**src/rtl/wb_regfile_commit.sv**
```systemverilog
// Writeback stage and architectural register file: selects the writeback value,
// commits it, and serves two bypassed read ports for ID.
module wb_regfile_commit #(
  parameter int DATA_W = 32,
  parameter int CNT_W  = 32
) (
  input  logic              CLK,
  input  logic              RESET,
  input  logic [2:0]        M_WB,
  input  logic [5:0]        WB_Opcode,
  input  logic [DATA_W-1:0] WB_ALU_RESULT,
  input  logic [DATA_W-1:0] WB_RD_Data,
  input  logic [4:0]        WB_RD,
  input  logic [DATA_W-1:0] WB_PC_4,
  input  logic [4:0]        RS_ADDR,
  input  logic [4:0]        RT_ADDR,
  output logic [DATA_W-1:0] RS_DATA,
  output logic [DATA_W-1:0] RT_DATA,
  output logic              WB_WE,
  output logic [4:0]        WB_WADDR,
  output logic [DATA_W-1:0] WB_WDATA,
  output logic              MISALIGN_ERR,
  output logic [CNT_W-1:0]  COMMIT_CNT
);
  localparam logic [5:0] OP_LB  = 6'h20;
  localparam logic [5:0] OP_LH  = 6'h21;
  localparam logic [5:0] OP_LW  = 6'h23;
  localparam logic [5:0] OP_LBU = 6'h24;
  localparam logic [5:0] OP_LHU = 6'h25;

  logic              reg_write, mem_to_reg, link;
  logic [1:0]        off;
  logic [7:0]        ld_byte;
  logic [15:0]       ld_half;
  logic [DATA_W-1:0] ld_data;
  logic              mis_raw, misaligned;
  logic [DATA_W-1:0] regs [32];

  assign {reg_write, mem_to_reg, link} = M_WB;
  assign off = WB_ALU_RESULT[1:0];

  // Big-endian lanes: offset 0 is the most significant byte.
  always_comb begin
    ld_byte = WB_RD_Data[31:24];
    case (off)
      2'd1:    ld_byte = WB_RD_Data[23:16];
      2'd2:    ld_byte = WB_RD_Data[15:8];
      2'd3:    ld_byte = WB_RD_Data[7:0];
      default: ld_byte = WB_RD_Data[31:24];
    endcase
    ld_half = off[1] ? WB_RD_Data[15:0] : WB_RD_Data[31:16];
    ld_data = WB_RD_Data;
    mis_raw = 1'b0;
    case (WB_Opcode)
      OP_LB:  ld_data = {{(DATA_W-8){ld_byte[7]}}, ld_byte};
      OP_LBU: ld_data = {{(DATA_W-8){1'b0}}, ld_byte};
      OP_LH:  begin ld_data = {{(DATA_W-16){ld_half[15]}}, ld_half}; mis_raw = off[0]; end
      OP_LHU: begin ld_data = {{(DATA_W-16){1'b0}}, ld_half}; mis_raw = off[0]; end
      OP_LW:  mis_raw = (off != 2'd0);
      default: ld_data = WB_RD_Data;
    endcase
    misaligned = mem_to_reg & mis_raw;
  end

  assign WB_WDATA = link ? WB_PC_4 : (mem_to_reg ? ld_data : WB_ALU_RESULT);
  assign WB_WE    = RESET & reg_write & (WB_RD != 5'd0) & ~misaligned;
  assign WB_WADDR = WB_RD;

  // regs[0] is never written (WB_WE excludes $0), so it stays zero.
  always_ff @(posedge CLK or negedge RESET) begin
    if (!RESET) begin
      for (int i = 0; i < 32; i++) regs[i] <= '0;
      COMMIT_CNT   <= '0;
      MISALIGN_ERR <= 1'b0;
    end else begin
      if (WB_WE) begin
        regs[WB_RD] <= WB_WDATA;
        COMMIT_CNT  <= COMMIT_CNT + 1'b1;
      end
      if (reg_write & misaligned) MISALIGN_ERR <= 1'b1;
    end
  end

  logic [1:0][4:0]        raddr;
  logic [1:0][DATA_W-1:0] rdata;
  assign raddr = {RT_ADDR, RS_ADDR};

  for (genvar p = 0; p < 2; p++) begin : g_rd
    assign rdata[p] = (raddr[p] == 5'd0)               ? '0 :
                      (WB_WE && raddr[p] == WB_WADDR)  ? WB_WDATA :
                                                         regs[raddr[p]];
  end

  assign RS_DATA = rdata[0];
  assign RT_DATA = rdata[1];
endmodule

```
**config.mk**
```make
export PLATFORM = sky130hd
export DESIGN_NAME = wb_regfile_commit
export DESIGN_NICKNAME = d
export VERILOG_FILES = /design/src/rtl/wb_regfile_commit.sv
export SDC_FILE = /design/constraint.sdc
export NUM_CORES = 2
export LEC_CHECK = 0
export ABC_AREA = 1
export CORE_ASPECT_RATIO = 0.5
export CORE_MARGIN = 2
export CORE_UTILIZATION = 45
export DETAILED_ROUTE_END_ITERATION = 10
export PLACE_DENSITY = 0.68
export SKIP_CTS_REPAIR_TIMING = 1
export SLEW_MARGIN = 20
export SYNTH_ARGS = -nofsm -noshare
export SYNTH_HDL_FRONTEND = slang
export SYNTH_SLANG_ARGS = --single-unit
export TNS_END_PERCENT = 1
```
**constraint.sdc**
```tcl
create_clock -name CLK -period 3.9 [get_ports CLK]
set_clock_uncertainty 0.15 [all_clocks]
set_input_delay 0.78 -clock CLK [delete_from_list [all_inputs] [get_ports CLK]]
set_output_delay 0.78 -clock CLK [all_outputs]
set_load 0.02 [all_outputs]
```
==> implementation parameters <==
Parameter                              Value

Final layout
  Area grow syn2layout ... 18.4%
  Utilization after layout ... 53.5%
  Non-filler instance count after layout ... 11071
  Share of post-route cells with drive strength above 1 ... 9.69%
  NumNets Final ... 9291

STA
  Final count of negative-setup-slack endpoints ... 2
  Setup repair after global routing missed its margin ... yes
  Min Tclk post-route ... 4080 ps
  Setup ws final ... -184 ps
  Worst-Margin Slew ... 1000 ps
  Final Hold Fails ... 0
  Final-layout setup total negative slack ... -339 ps
  Fraction of the cycle the final worst path needs ... 105%
  Maximum clock frequency ... 245 MHz
  Worst slew margin relative to its limit ... 33.3%
  Slew Limit Fails ... 0

Global routing
  Total global routing track utilization ... 34.7%
  Total grt overflow ... 0
  Maximum number of pins on one net before global-route repair ... 162
  Wire length of the first global-routing pass ... 373000 µm
  Number of antenna violations at the first check in global routing ... 5
  Number of global-route vias before repair ... 59605

Floorplanning
  Io pins ... 257
  Floorplan die area ... 140000 µm²
  Die outline height ... 266 µm
  Chip Width ... 528 µm
  Core Area ... 137000 µm²
  Site Rows ... 96
  Initial Utilization ... 45.2%

Yosys
  Number of warnings printed during yosys synthesis ... 0
  #FFs+latches synth ... 1057
  Mapped Avg Cell Area ... 6.83 µm²
  Dominant synthesized flop cell ... dfrtp_1
  Post-synth EDFFs ... 0
  Cell count after synthesis ... 9042
  Count of cell types in the netlist ... 35
  Net count of the mapped netlist ... 9165
  Register area share after synthesis ... 42.8%
  Post-synthesis async set-or-reset flop share ... 100%
  Post-Synthesis Cell Area ... 61800 µm²

Power
  Power density cells ... 437 nW/µm²
  Lkg Pwr ... 35.5 nW
  Flop pwr share ... 42.9%
  Switch share ... 32.7%
  Switching component of the power ... 10.4 mW
  Internal Pwr Total ... 21.5 mW
  Combinational Power Share ... 23.0%
  Clock network fraction of total power ... 34.1%
  Largest vdd supply drop ... 0.370 mV

Clock tree
  Clock Tree Root ... clkbuf_16
  Clock slew at the register clock pins of the worst setup and hold paths ... 70 ps
  Num CTS Buffers ... 100
  H-tree Lvls ... 3
  TritonCTS clock tree ... built
  # clock sinks ... 1057
  Number of buffers on the longest clock path ... 3
  Clock insertion delay at the later pin of the skew report ... 730 ps

Hold path
  Hold path cells ... 0
  Hold Crit Class ... flop to flop
  Launch point of the worst hold path ... regs[995]
  Capture endpoint of the worst hold path ... regs[995]

Status
  Failing checks ... setup timing
  Result of the run ... complete, but fails checks

Setup path
  Sort of element at the end of the critical path ... output port
  Crit path max-delay cell type ... clkdlybuf4s50_1
  Number of cells traversed by the worst register-to-register path ... 8
  CP max stage delay ... 600 ps
  Arrival time at the worst endpoint ... 3150 ps
  Reg2Reg Launch Point ... COMMIT_CNT[12]
  CP startpoint kind ... input port
  Critical path, cell by cell ... clkdlybuf4s50_1, inv_1, nor2_4, nand3_4, nor2_2, nand3_2, buf_12, nand3_1, nand2_1, nand2_2, buf_12, clkdlybuf4s50_1
  CP Launch Point ... WB_Opcode[5]
  Startpoint-to-endpoint class of the critical path ... input port to output port
  Highest net fanout along the worst path ... 16
  Required time of the critical path ... 2970 ps
  Worst reg2reg setup slack ... 1910 ps
  Capture point of the worst reg-to-reg path ... COMMIT_CNT[25]

Detailed routing
  Drt pass-1 iters ... 6
  Routed Antenna Nets ... 0
  Final routed wirelength across all metal layers ... 248000 µm
  Total vias in the final route ... 64749
  DRC Markers ... 0
  Wirelength per Cell ... 22.4 µm
  Number of vias per cell ... 5.85
  Count of routing violations after the opening detailed-route iteration ... 9222

Placed design
  GPL Wtd Cong ... 0.965
  Placed cell count ... 10878
  Worst setup slack before clock tree synthesis ... -529 ps
  DPL Wire Length ... 161000 µm
  Number of buffers added on ports ... 256

Job
  Max-cap violations ... 0
-- worst max-delay path by stage --
| stage | end | slack (ps) | cells after the start |
|---|---|---|---|
| 2_1_floorplan | RS_DATA[30] | 620 | 10 |
| 3_3_place_gp | RS_DATA[7] | -540 | 14 |
| 3_5_place_dp | RS_DATA[7] | -530 | 14 |
| 4_1_cts | RS_DATA[7] | -540 | 14 |
| 5_1_grt | WB_WDATA[29] | -330 | 12 |
| 6_report | WB_WDATA[29] | -180 | 12 |
-- critical path, delay by kind of cell --
family | cells | cell delay, ps
buffers and inverters | 5 | 1470
and+or+nand+nor | 7 | 880
-- cell usage after synthesis, types with 23 or more instances --
cell type  number  area share, %
nor2_1        241            1.5
xor2_1         23           0.33
dfrtp_1      1057             43
o21ai_1        63           0.51
nand3_1      1299             11
o211ai_1       26           0.32
buf_2         249            2.0
buf_1          96           0.58
clkbuf_1      398            2.4
inv_2          32           0.19
a21oi_1       637            5.2
nand2_1      2940             18
inv_1         536            3.3
o21ai_0      1277             10
buf_6          41           0.75
-- registers in the layout (all words and copies together) (netlist names) --
name and count:
regs 1024, COMMIT_CNT 32, MISALIGN_ERR 1
-- cell families after synthesis --
| group | share of synthesized area (%) |
|---|---|
| buffers and inverters | 9.41 |
| adders and majority gates | 0.0202 |
| AOI/OAI and AO/OA | 16.4 |
| xor gates and xnor gates | 0.510 |
| and+or+nand+nor | 30.9 |
| DFF | 42.8 |
-- cell type report --
cell class	instances	area [µm²]
Clock buffer	136	2930
Antenna cell	5	12.5
Inverter	571	2190
Tap cell	1813	2270
Multi-Input combinational cell	6614	29600
Fill cell	13157	63500
Clock inverter	51	644
Sequential cell	1057	26500
Timing Repair Buffer	824	9090
-- through the flow --
step                      power, mW  area, µm²  hold slack [ps]
after detailed placement       21.1      69500              218
after global routing           33.5      73200              239
after CTS                      32.0      73000             -154
final                          31.9      73200              228
after floorplan                18.0      61800              279
after global placement         20.9      69500              215
-- placed cells by master, fill, tap and decap left out, types with 5 or more instances in the layout --
master / n
xor2_1: 23
nand3_1: 1297
a21oi_1: 637
clkbuf_2: 21
o21ai_0: 1277
buf_12: 173
buf_2: 5
inv_6: 5
clkbuf_8: 23
clkbuf_1: 10
buf_8: 5
nor3_1: 21
clkbuf_16: 103
nor2_1: 240
buf_4: 391
o211ai_1: 26
nor3_4: 5
nor2_2: 10
buf_6: 7
clkdlybuf4s50_1: 148
nand2_1: 2925
clkinvlp_4: 9
nand4_1: 11
dfrtp_1: 1057
bufinv_16: 13
nand2_2: 31
inv_2: 33
or2_2: 18
clkinv_2: 23
xnor2_1: 13
diode_2: 5
inv_1: 528
dlymetal6s2s_1: 73
o21ai_1: 63
-- power groups by stage --
stage	Sequential, mW	Combinational, mW	Clock (mW)
after floorplan	13.7	4.39	0
after global placement	13.8	7.09	0
final	13.7	7.34	10.9
after global routing	13.9	8.13	11.5
after detailed placement	13.8	7.24	0
after CTS	13.7	7.28	11.0
-- routing by layer --
metal,track usage [%],share of wire [%],vias up
met4,21.7,7.0,6
met5,0,0.015,-
met1,47.2,39,30388
li1,-,-,29698
met2,50.1,42,4015
met3,7.60,12,642
Note: power is estimated with default switching activity, not from simulation.
